<file path="config.mk">
export PLATFORM = sky130hd
export DESIGN_NAME = stream_packer
export DESIGN_NICKNAME = d
export VERILOG_FILES = /design/src/rtl/stream_packer.sv
export SDC_FILE = /design/constraint.sdc
export NUM_CORES = 1
export LEC_CHECK = 0
export BUFFER_PORTS_ARGS = -buffer_cell sky130_fd_sc_hd__clkbuf_2
export CAP_MARGIN = 20
export CELL_PAD_IN_SITES_DETAIL_PLACEMENT = 0
export CELL_PAD_IN_SITES_GLOBAL_PLACEMENT = 1
export CORE_ASPECT_RATIO = 0.6
export CORE_MARGIN = 4
export CORE_UTILIZATION = 39
export DETAILED_ROUTE_END_ITERATION = 12
export PLACE_DENSITY = 0.71
export REMOVE_ABC_BUFFERS = 1
export SLEW_MARGIN = 20
export SYNTH_ARGS = -nofsm -noshare
export SYNTH_HDL_FRONTEND = slang
export SYNTH_SLANG_ARGS = --single-unit
export TNS_END_PERCENT = 5
</file>
<file path="constraint.sdc">
create_clock -name clk -period 1.8 [get_ports clk]
set_input_delay 0.09 -clock clk [delete_from_list [all_inputs] [get_ports clk]]
set_output_delay 0.09 -clock clk [all_outputs]
set_load 0.1 [all_outputs]
</file>
<file path="src/rtl/stream_packer.sv">
// stream_packer: valid/ready width upsizer. Packs RATIO beats of IN_WIDTH bits
// little-endian into one registered IN_WIDTH*RATIO word with per-lane keep.
// s_last closes a partial word early. Optional macro
// STREAM_PACKER_FLUSH_TIMEOUT_EN adds an idle-timeout flush of partial words.
module stream_packer #(
  parameter int IN_WIDTH = 8,
  parameter int RATIO    = 4,
  parameter int TIMEOUT  = 16
) (
  input  logic                      clk,
  input  logic                      rst,
  input  logic                      s_valid,
  output logic                      s_ready,
  input  logic [IN_WIDTH-1:0]       s_data,
  input  logic                      s_last,
  output logic                      m_valid,
  input  logic                      m_ready,
  output logic [IN_WIDTH*RATIO-1:0] m_data,
  output logic [RATIO-1:0]          m_keep,
  output logic                      m_last
);
  localparam int OW = IN_WIDTH * RATIO;
  localparam int CW = $clog2(RATIO);

  logic [CW-1:0]    cnt_q, cnt_d;
  logic [OW-1:0]    acc_q, acc_d;
  logic [RATIO-1:0] keep_q, keep_d;
  logic             m_valid_q, m_valid_d;
  logic [OW-1:0]    m_data_q, m_data_d;
  logic [RATIO-1:0] m_keep_q, m_keep_d;
  logic             m_last_q, m_last_d;
  logic             accept, closing;

`ifdef STREAM_PACKER_FLUSH_TIMEOUT_EN
  localparam int IW = $clog2(TIMEOUT) + 1;
  logic [IW-1:0] idle_q, idle_d;
  logic          flush;
`endif

  // Output slot is free when empty or being drained this cycle.
  assign s_ready = !m_valid_q || m_ready;
  assign accept  = s_valid && s_ready;
  assign closing = accept && ((cnt_q == CW'(RATIO-1)) || s_last);

  assign m_valid = m_valid_q;
  assign m_data  = m_data_q;
  assign m_keep  = m_keep_q;
  assign m_last  = m_last_q;

  // Next-state: lane fill, word close, drain and (optionally) timeout flush.
  always_comb begin
    cnt_d     = cnt_q;
    acc_d     = acc_q;
    keep_d    = keep_q;
    m_valid_d = m_valid_q;
    m_data_d  = m_data_q;
    m_keep_d  = m_keep_q;
    m_last_d  = m_last_q;
`ifdef STREAM_PACKER_FLUSH_TIMEOUT_EN
    idle_d = idle_q;
    flush  = 1'b0;
`endif
    if (m_valid_q && m_ready) m_valid_d = 1'b0;
    if (accept) begin
      acc_d[int'(cnt_q)*IN_WIDTH +: IN_WIDTH] = s_data;
      keep_d[cnt_q] = 1'b1;
      if (closing) begin
        // Accumulator is cleared on every close, so unfilled lanes are 0.
        m_data_d  = acc_d;
        m_keep_d  = keep_d;
        m_last_d  = s_last;
        m_valid_d = 1'b1;
        acc_d     = '0;
        keep_d    = '0;
        cnt_d     = '0;
      end else begin
        cnt_d = cnt_q + 1'b1;
      end
    end
`ifdef STREAM_PACKER_FLUSH_TIMEOUT_EN
    if (accept) begin
      idle_d = '0;
    end else if (cnt_q != '0) begin
      // Counter saturates at TIMEOUT-1 while the output slot is busy.
      flush = (idle_q == IW'(TIMEOUT-1)) && s_ready;
      if (flush) begin
        m_data_d  = acc_q;
        m_keep_d  = keep_q;
        m_last_d  = 1'b0;
        m_valid_d = 1'b1;
        acc_d     = '0;
        keep_d    = '0;
        cnt_d     = '0;
        idle_d    = '0;
      end else if (idle_q != IW'(TIMEOUT-1)) begin
        idle_d = idle_q + 1'b1;
      end
    end
`endif
  end

  // State registers; reset drops both the partial word and any pending word.
  always_ff @(posedge clk) begin
    if (rst) begin
      cnt_q     <= '0;
      acc_q     <= '0;
      keep_q    <= '0;
      m_valid_q <= 1'b0;
      m_data_q  <= '0;
      m_keep_q  <= '0;
      m_last_q  <= 1'b0;
    end else begin
      cnt_q     <= cnt_d;
      acc_q     <= acc_d;
      keep_q    <= keep_d;
      m_valid_q <= m_valid_d;
      m_data_q  <= m_data_d;
      m_keep_q  <= m_keep_d;
      m_last_q  <= m_last_d;
    end
  end

`ifdef STREAM_PACKER_FLUSH_TIMEOUT_EN
  // Idle counter for the partial-word flush.
  always_ff @(posedge clk) begin
    if (rst) idle_q <= '0;
    else     idle_q <= idle_d;
  end
`endif

endmodule

</file>
* Word level (Yosys, flattened, before mapping)
Index checks and enable logic that the tools add are counted.
** Word-level totals
- Flip-flop bits (word level) :: 76
- Word-level logic and storage cells :: 32
- Bits of input ports :: 13
- Output and inout port bits :: 39
** Cells by class
- Bitwise operators :: 1
- Eq/ne operators :: 1
- Mux-type cells :: 9
- Reductions and logical operators :: 8
- Add/sub/neg operators :: 2
- $lt $le $gt $ge :: 2
- Shift-type cells :: 2
** Operator list (count)
- 5-bit negation with 33-bit output :: 1
- 8-bit by 33-bit variable shift with 32-bit output (first input constant) :: 1
- 8-bit by 33-bit variable part select with 32-bit output :: 1
- 32-bit bitwise mux :: 1
- 32-bit two-way mux :: 1
- 1-bit logical AND :: 4
- 1-bit two-way mux :: 4
- 4-bit two-way mux :: 1
- 4-bit bitwise OR :: 1
- 2-bit by 3-bit less-than comparator with 1-bit output (second input constant) :: 1
- 2-bit by 1-bit adder with 2-bit output (second input constant) :: 1
- 1-bit demux with 2-bit select :: 1
- 2-bit == test (second input constant) :: 1
- 2-bit by 1-bit >= comparator with 1-bit output (second input constant) :: 1
- 1-bit logical OR :: 2
- 2-bit two-way mux :: 1
- 2-bit AND reduction :: 1
- 1-bit logical NOT :: 1

* Logic depth before layout (Yosys ltp)
Gate-level depths: netlist (run 1).
- Word-level depth :: 6
- Gate-level depth with buffers :: 8
- Depth with buffers taken out :: 6

* Worst setup path after synthesis (run 1)
No wires, ideal clock.
- Path type :: register -> register
- From :: register m_valid_q (netlist: m_valid)
- To :: register m_last_q (netlist: m_last)
- Required time :: 1672 ps
- Clock period less this slack :: 2136 ps
- Slack :: -336 ps
- Stages on the path, launching flop included :: 8
- Path buffers :: 3
- Library setup time :: 128 ps
- Data arrival time :: 2009 ps
- Path through :: dfxtp_1 > nand2b_1 > buf_6 > and2_4 > buf_6 > buf_4 > a22oi_1 > nor2_1
** Between the ends
- Cells in the longest elaborated chain, start to end :: 5
** Ends and longest elaborated chain
- from (decl) :: line 28 : logic m_valid_q, m_valid_d;
- from (signal assigned) :: line 116 : m_valid_q <= m_valid_d;
- 1-bit logical NOT (*) :: line 41 : assign s_ready = !m_valid_q || m_ready;
- 1-bit logical OR (*) :: line 41
- named net s_ready :: line 13 : output logic s_ready,
- 1-bit logical AND (*) :: line 42 : assign accept = s_valid && s_ready;
- 1-bit logical AND :: line 43 : assign closing = accept && ((cnt_q == CW'(RATIO-1)) || s_last);
- 2-bit AND reduction (no source line) (*)
- to (signal assigned) :: line 119 : m_last_q <= m_last_d;
- to (decl) :: line 31 : logic m_last_q, m_last_d;
The timed path passes the listed nets; every way through them passes the cells marked *.
A chain may end at the register's enable or synchronous reset.

* Worst setup path in the final report (run 1)
- From :: register cnt_q[0]
- To :: register acc_q[19]
** Between the ends
- Cells in the longest elaborated chain, start to end :: 4
- Elaborated cells on any way between the ends :: 8
- Classes of those cells :: 1 x add/sub; 1 x eq/ne; 2 x shift; 2 x mux; 2 x reduce/logical
** Ends and longest elaborated chain
- from (decl) :: line 25 : logic [CW-1:0] cnt_q, cnt_d;
- from (signal assigned) :: line 113 : cnt_q <= cnt_d;
- 5-bit negation with 33-bit output / 2-bit == test (equally long branches) :: line 65, 43
- 8-bit by 33-bit variable part select with 32-bit output, or another cell as far along :: line 65 : acc_d[int'(cnt_q)*IN_WIDTH +: IN_WIDTH] = s_data;
- 32-bit bitwise mux / 1-bit logical AND (equally long branches) :: line 65, 43
- 32-bit two-way mux (*) :: line 67 : if (closing) begin
- to (signal assigned) :: line 106 : acc_q <= '0;
- to (signal assigned) :: line 114 : acc_q <= acc_d;
- to (decl) :: line 26 : logic [OW-1:0] acc_q, acc_d;
Mark *: on every way between the ends. The rest lies on a longest branch, timed or not.

==> flow_metrics.py, run 1 <==
metrics = {
    "finish": {
        "final_nets": 389,
        "final_cell_count_no_fill": 479,
        "final_layout_size_suffix_gt1_share_pct": 32.6,
        "final_core_util_pct": 50.5,
        "insertedDiodeCount": 0,
        "nFillCells": 757,
        "syn2layout_area_growth_pct": 25.5,
    },
    "yosys": {
        "ys_seq_elements": 76,
        "yosysMostFrequentCell": "dfxtp_1",
        "synth.distinct_cells": 39,
        "avgSynthCellArea_um2": 10.4,
        "syn_area_um2": 3170,
        "synthTopCellsByArea": "dfxtp_1, o2bb2ai_1, a21oi_1",
        "synth_edf_count": 0,
        "syn_inst": 304,
        "ys.flop_type": "dfxtp_1",
        "async_flop_share_pct": 0,
        "synth_common_cells": "dfxtp_1, o2bb2ai_1, a21oi_1",
        "synth_top_area_share_pct": 48.0,
        "yosysSeqAreaShare_pct": 48.0,
        "ys_warn_count": 0,
        "synth_top_area_cell": "dfxtp_1",
    },
    "setup_path": {
        "ff2ff_path_depth": 9,
        "cp-end-kind": "flip-flop",
        "crit_arrival_ps": 2020,
        "reg2reg_from": "cnt_q[0]",
        "crit_type": "reg -> reg",
        "r2r-end": "acc_q[19]",
        "cp-startpoint": "cnt_q[0]",
        "start_kind": "flip-flop",
        "worstPathRequired_ps": 2070,
        "cp_max_fo": 8,
        "endpoint": "acc_q[19]",
        "r2r_slack_ps": 50,
    },
    "clock_tree": {
        "htree_levels": 3,
        "clk-insertion-delay-late_ps": 330,
        "cts_tree": "built",
        "clk_pin_slew_worst_paths_ps": 50,
        "cts_root_buffer": "clkbuf_16",
        "cts.path.max_buffers": 2,
        "cts_hold_buf": 0,
        "cts_sinks": 76,
        "cts_buffers": 9,
    },
    "global_routing": {
        "antenna_found_initial": 0,
        "grt_pass1_wl_mm": 13.2,
        "grt_max_degree": 23,
        "grt_usage_pct": 17.2,
        "overflow": 0,
        "grt_pass1_vias": 2463,
    },
    "die": {
        "dieWidth_um": 124,
        "die_h_um": 77.9,
        "initial_core_util_pct": 40.2,
        "coreArea_um2": 7880,
        "rows": 25,
        "ios": 52,
        "die-area_um2": 9690,
    },
    "routing": {
        "drc": 0,
        "drt_iter0_markers": 165,
        "wl_met3_um": 495,
        "viasPerCell": 5.29,
        "route.top_layer_used": "met4",
        "routed_wl_mm": 7.89,
        "wl_met2_mm": 3.16,
        "avgRoutedWirePerCell_um": 16.5,
        "drt-met1-wl_mm": 4.15,
        "drt_pass1_iterations": 4,
        "num_vias": 2535,
        "antenna_left": 0,
    },
    "timing": {
        "post-route-period-util_pct": 97.0,
        "setup_viol": 0,
        "relSlewSlack_pct": 63.7,
        "rsz0062_at_grt": "yes",
        "min_period_ps": 1750,
        "fin_ws_ps": 53.6,
        "clock_skew_ps": 2.97,
        "fmax_mhz": 573,
        "tns_ps": 0,
        "tightest_slew_ps": 547,
        "slew_viol_final": 0,
        "hold_viol_final": 0,
    },
    "pwr": {
        "switchingPower_uw": 999,
        "power_leakage_nw": 1.52,
        "p_clk_share_pct": 43.4,
        "p_int_mw": 2.91,
        "p_seq_share_pct": 44.3,
        "netSwitchingFraction_pct": 25.6,
        "p_per_area_nw_per_um2": 981,
        "vdd_drop_max_uv": 514,
        "p_comb_share_pct": 12.3,
    },
    "placed_design": {
        "hpwl_mm": 5.54,
        "finalWeightedCongestion": 0.827,
        "pre_cts_ws_ps": -129,
        "placed_cells": 462,
        "port_buffers": 51,
    },
    "outcome": {
        "status": "complete, no violations",
    },
    "job": {
        "cap_viol_max_count": 0,
    },
    "min_path": {
        "hold_class": "in -> reg",
    },
}
==> layer usage <==
layer,vias to the layer above,track usage [%]
li1,1254,-
met1,1204,25.3
met2,66,23.3
met3,11,5.64
met4,0,5.58
met5,-,0
==> layout by cell type, fill, tap and decap left out, drive strengths merged <==
| cell | count |
|---|---|
| clkinv | 2 |
| nor2b | 13 |
| and3 | 1 |
| nand2b | 1 |
| a22o | 15 |
| buf | 24 |
| a31oi | 5 |
| o211ai | 1 |
| and2 | 4 |
| a21oi | 31 |
| clkbuf | 63 |
| ha | 8 |
| nor4 | 1 |
| a22oi | 12 |
| a21o | 1 |
| dfxtp | 76 |
| nor3 | 2 |
| nand4 | 9 |
| a21boi | 2 |
| o21ai | 1 |
| or2 | 1 |
| xnor2 | 1 |
| nor2 | 14 |
| or3 | 3 |
| inv | 4 |
| nor3b | 2 |
| bufinv | 1 |
| o2bb2ai | 44 |
| and2b | 7 |
| nand3 | 4 |
| nand2 | 17 |
| nand4b | 1 |
==> critical path: stages (launching register included) <==
cell and delay, ps:
dfxtp_4 370, inv_4 90, buf_4 120, ha_1 170
nand2_1 100, nor4_4 260, buf_4 180, clkbuf_16 150
nand4_1 90, a21oi_1 150
==> cell families (layout without fill, tap and decap cells) <==
kind of cell / count (synthesis) / count (layout) / share of synthesized area, %
buffers and inverters: 27 / 94 / 5.68
XOR/XNOR: 1 / 1 / 0.276
AND/OR/NAND/NOR: 80 / 80 / 14.8
flip-flops: 76 / 76 / 48.0
adder cells (fa/ha/maj): 8 / 8 / 3.16
AO/OA/AOI/OAI: 112 / 112 / 28.1
==> sequential cells by signal, summed over array words and instances, names as in the netlist <==
name,cells
m_last,1
cnt_q,2
m_valid,1
m_keep,4
keep_q,4
m_data,32
acc_q,32
==> per-stage QoR <==
step | hold WS (ps) | total power [mW] | cell area (µm²)
2_1_floorplan | 159 | 2.05 | 3010
3_3_place_gp | 424 | 2.22 | 3600
3_5_place_dp | 430 | 2.22 | 3600
4_1_cts | 76.3 | 3.94 | 3890
5_1_grt | 99.8 | 4.06 | 3980
6_report | 87.8 | 3.91 | 3980
==> power groups by stage <==
| stage | sequential (mW) | clock [mW] | combinational (mW) |
|---|---|---|---|
| floorplan | 1.87 | 0 | 0.184 |
| global placement | 1.76 | 0 | 0.455 |
| detailed placement | 1.76 | 0 | 0.457 |
| CTS | 1.73 | 1.75 | 0.466 |
| global route | 1.73 | 1.81 | 0.517 |
| finish | 1.73 | 1.69 | 0.481 |
==> repair_timing <==
action	in CTS	in global routing
resized for setup	5	16
pin swaps	0	5
setup buffers	0	2
endpoints found under the setup margin	27	62
gates cloned	0	1
==> layout make-up <==
type | count | area [µm²] | share of cell area, %
multi-input combinational | 201 | 1530 | 38.5
sequential | 76 | 1530 | 38.3
timing repair buffer | 76 | 498 | 12.5
clock buffer | 11 | 233 | 5.85
tap | 108 | 135 | 3.39
clock inverter | 3 | 40.0 | 1.01
inverter | 4 | 17.5 | 0.440
==> worst min-delay path by stage <==
stage,startpoint,endpoint,slack [ps],cells past startpoint
final,s_last,m_last,90,3
after global placement,s_last,m_last,420,3
after global routing,s_data[6],acc_q[22],100,3
after detailed placement,s_last,m_last,430,3
after floorplan,rst,acc_q[16],160,1
after CTS,s_last,m_last,80,3
Power figures use the tool's default switching activity.
==> run 2, diff against run 1 <==
Settings changed: BUFFER_PORTS_ARGS -buffer_cell sky130_fd_sc_hd__clkbuf_2 to -buffer_cell sky130_fd_sc_hd__buf_2.
==> run 2 against run 1 <==
Non-clock buffer count fell by 4. Critical path depth decreased by 2. Clock skew up 1.5 ps. Maximum frequency increased by 3.6%. Worst hold slack got worse by 4.1 ps. Design area down 1.8%. Final cell count shrank 0.63%.
==> flow_metrics.py, run 2 (synthesis gave the netlist of run 1 again) <==
metrics = {
    "outcome": {
        "status": "complete, no violations",
    },
    "setup_path": {
        "critPathMaxStageDelay_ps": 380,
        "crit_arrival_ps": 1950,
        "critical_path_buf_inv_count": 2,
        "crit_type": "reg -> reg",
        "worstPathRequired_ps": 2060,
        "critPathTopFamily": "simple AND/OR/NAND/NOR gates",
        "cp-end-kind": "flip-flop",
        "cp.depth": 7,
        "cp-startpoint": "cnt_q[1]",
        "crit_path_top_delay_cell": "ha_2",
        "r2r-end": "acc_q[16]",
        "ff2ff_path_depth": 7,
        "cp_max_fo": 16,
        "start_kind": "flip-flop",
        "reg2reg_from": "cnt_q[1]",
        "r2r_slack_ps": 120,
        "path_cells": "inv_1 -> ha_2 -> nand2_1 -> nor4_4 -> buf_12 -> nand4_1 -> a21oi_1",
    },
    "placed_design": {
        "port_buffers": 51,
        "finalWeightedCongestion": 0.794,
        "hpwl_mm": 5.59,
        "placed_cells": 460,
    },
    "timing": {
        "rsz0062_at_grt": "no",
        "fmax_mhz": 593,
        "relSlewSlack_pct": 67.2,
        "setup_viol": 0,
        "post-route-period-util_pct": 93.6,
        "holdWs_ps": 83.7,
        "hold_viol_final": 0,
        "tightest_slew_ps": 495,
        "clock_skew_ps": 4.43,
        "min_period_ps": 1680,
        "slew_viol_final": 0,
    },
    "clock_tree": {
        "htree_levels": 3,
        "cts_sinks": 76,
        "clk-insertion-delay-late_ps": 330,
        "cts_hold_buf": 0,
        "clk_pin_slew_worst_paths_ps": 50,
        "cts.path.max_buffers": 2,
        "cts_buffers": 9,
        "cts_tree": "built",
        "cts_root_buffer": "clkbuf_16",
    },
    "pwr": {
        "vdd_drop_max_uv": 461,
        "power_leakage_nw": 1.53,
        "fin_total_pwr_mw": 3.94,
        "p_per_area_nw_per_um2": 1010,
    },
    "min_path": {
        "hold_class": "in -> reg",
        "whs_endpoint": "m_last",
        "whs_path_depth": 3,
        "worstHoldStart": "s_last",
    },
    "routing": {
        "num_vias": 2536,
        "drt_pass1_iterations": 4,
        "viasPerCell": 5.33,
        "drc": 0,
        "antenna_left": 0,
        "drt_iter0_markers": 181,
        "routed_wl_mm": 7.87,
        "avgRoutedWirePerCell_um": 16.5,
    },
    "finish": {
        "syn2layout_area_growth_pct": 23.3,
        "final_nets": 385,
        "insertedDiodeCount": 0,
        "final_core_util_pct": 49.6,
        "final_common_cell": "dfxtp_1",
        "layout_common_cells": "dfxtp_1, buf_2, o2bb2ai_1",
        "nFillCells": 786,
        "final_cell_count_no_fill": 476,
        "final_layout_size_suffix_gt1_share_pct": 31.3,
    },
    "die": {
        "dieWidth_um": 124,
        "die-area_um2": 9690,
        "ios": 52,
        "coreArea_um2": 7880,
        "initial_core_util_pct": 40.2,
        "die_h_um": 77.9,
        "rows": 25,
    },
    "job": {
        "cap_viol_max_count": 0,
    },
    "global_routing": {
        "grt_max_degree": 23,
        "overflow": 0,
        "grt_pass1_vias": 2549,
        "grt_usage_pct": 17.0,
        "antenna_found_initial": 0,
        "grt_pass1_wl_mm": 13.3,
    },
}
run 2: report_power, final:
| group | total, mW | internal (mW) | switching [mW] | leakage, nW |
|---|---|---|---|---|
| Sequential | 1.73 | 1.71 | 0.0164 | 0.615 |
| Combinational | 0.467 | 0.132 | 0.335 | 0.771 |
| Clock | 1.74 | 1.10 | 0.640 | 0.140 |
| Total | 3.94 | 2.94 | 0.991 | 1.53 |
run 2: layout make-up:
type                            instances  area [µm²]  area share [%]
Clock buffer                           13         250            6.40
Sequential cell                        76        1520            39.0
Clock inverter                          2        35.0           0.896
Multi-Input combinational cell        201        1510            38.7
Timing Repair Buffer                   72         438            11.2
Inverter                                4        15.0           0.384
Tap cell                              108         135            3.45
run 2: layer usage:
metal / GRT usage (%) / vias up / share of wire [%]
met3: 4.75 / 6 / 5.4
met2: 24.3 / 61 / 42
met4: 6.24 / 0 / 0.69
li1: - / 1249 / -
met5: 0 / - / 0
met1: 24.4 / 1220 / 52
run 2: worst reg2reg max path: cells and delay by family (launching register included):
family / cells / cell delay (ps)
flops: 1 / 350
compound gates: 1 / 160
buf+inv: 2 / 290
simple gates: 3 / 440
fa+ha+maj: 1 / 380
run 2: what timing repair did:
action	in CTS	in global routing
setup buffers	0	1
pin swaps	0	2
resized for setup	3	13
cloned	0	0
setup endpoints to repair	15	64
endpoints found under the hold margin	0	0
run 2: how the worst max path moves through the flow:
stage | slack [ps] | endpoint
after CTS | -20 | m_data[26]
after detailed placement | -40 | acc_q[4]
after global routing | 20 | m_data[26]
after global placement | 40 | acc_q[13]
after floorplan | -1500 | keep_q[3]
final | 120 | acc_q[16]
run 2: stage by stage:
stage	TNS (ps)	area, µm²	worst slack, ps
after global placement	0	3570	39.3
final	0	3910	115
after detailed placement	-223	3570	-35.9
after CTS	-65.7	3870	-23.3
after floorplan	-94700	3010	-1500
after global routing	0	3910	16.8
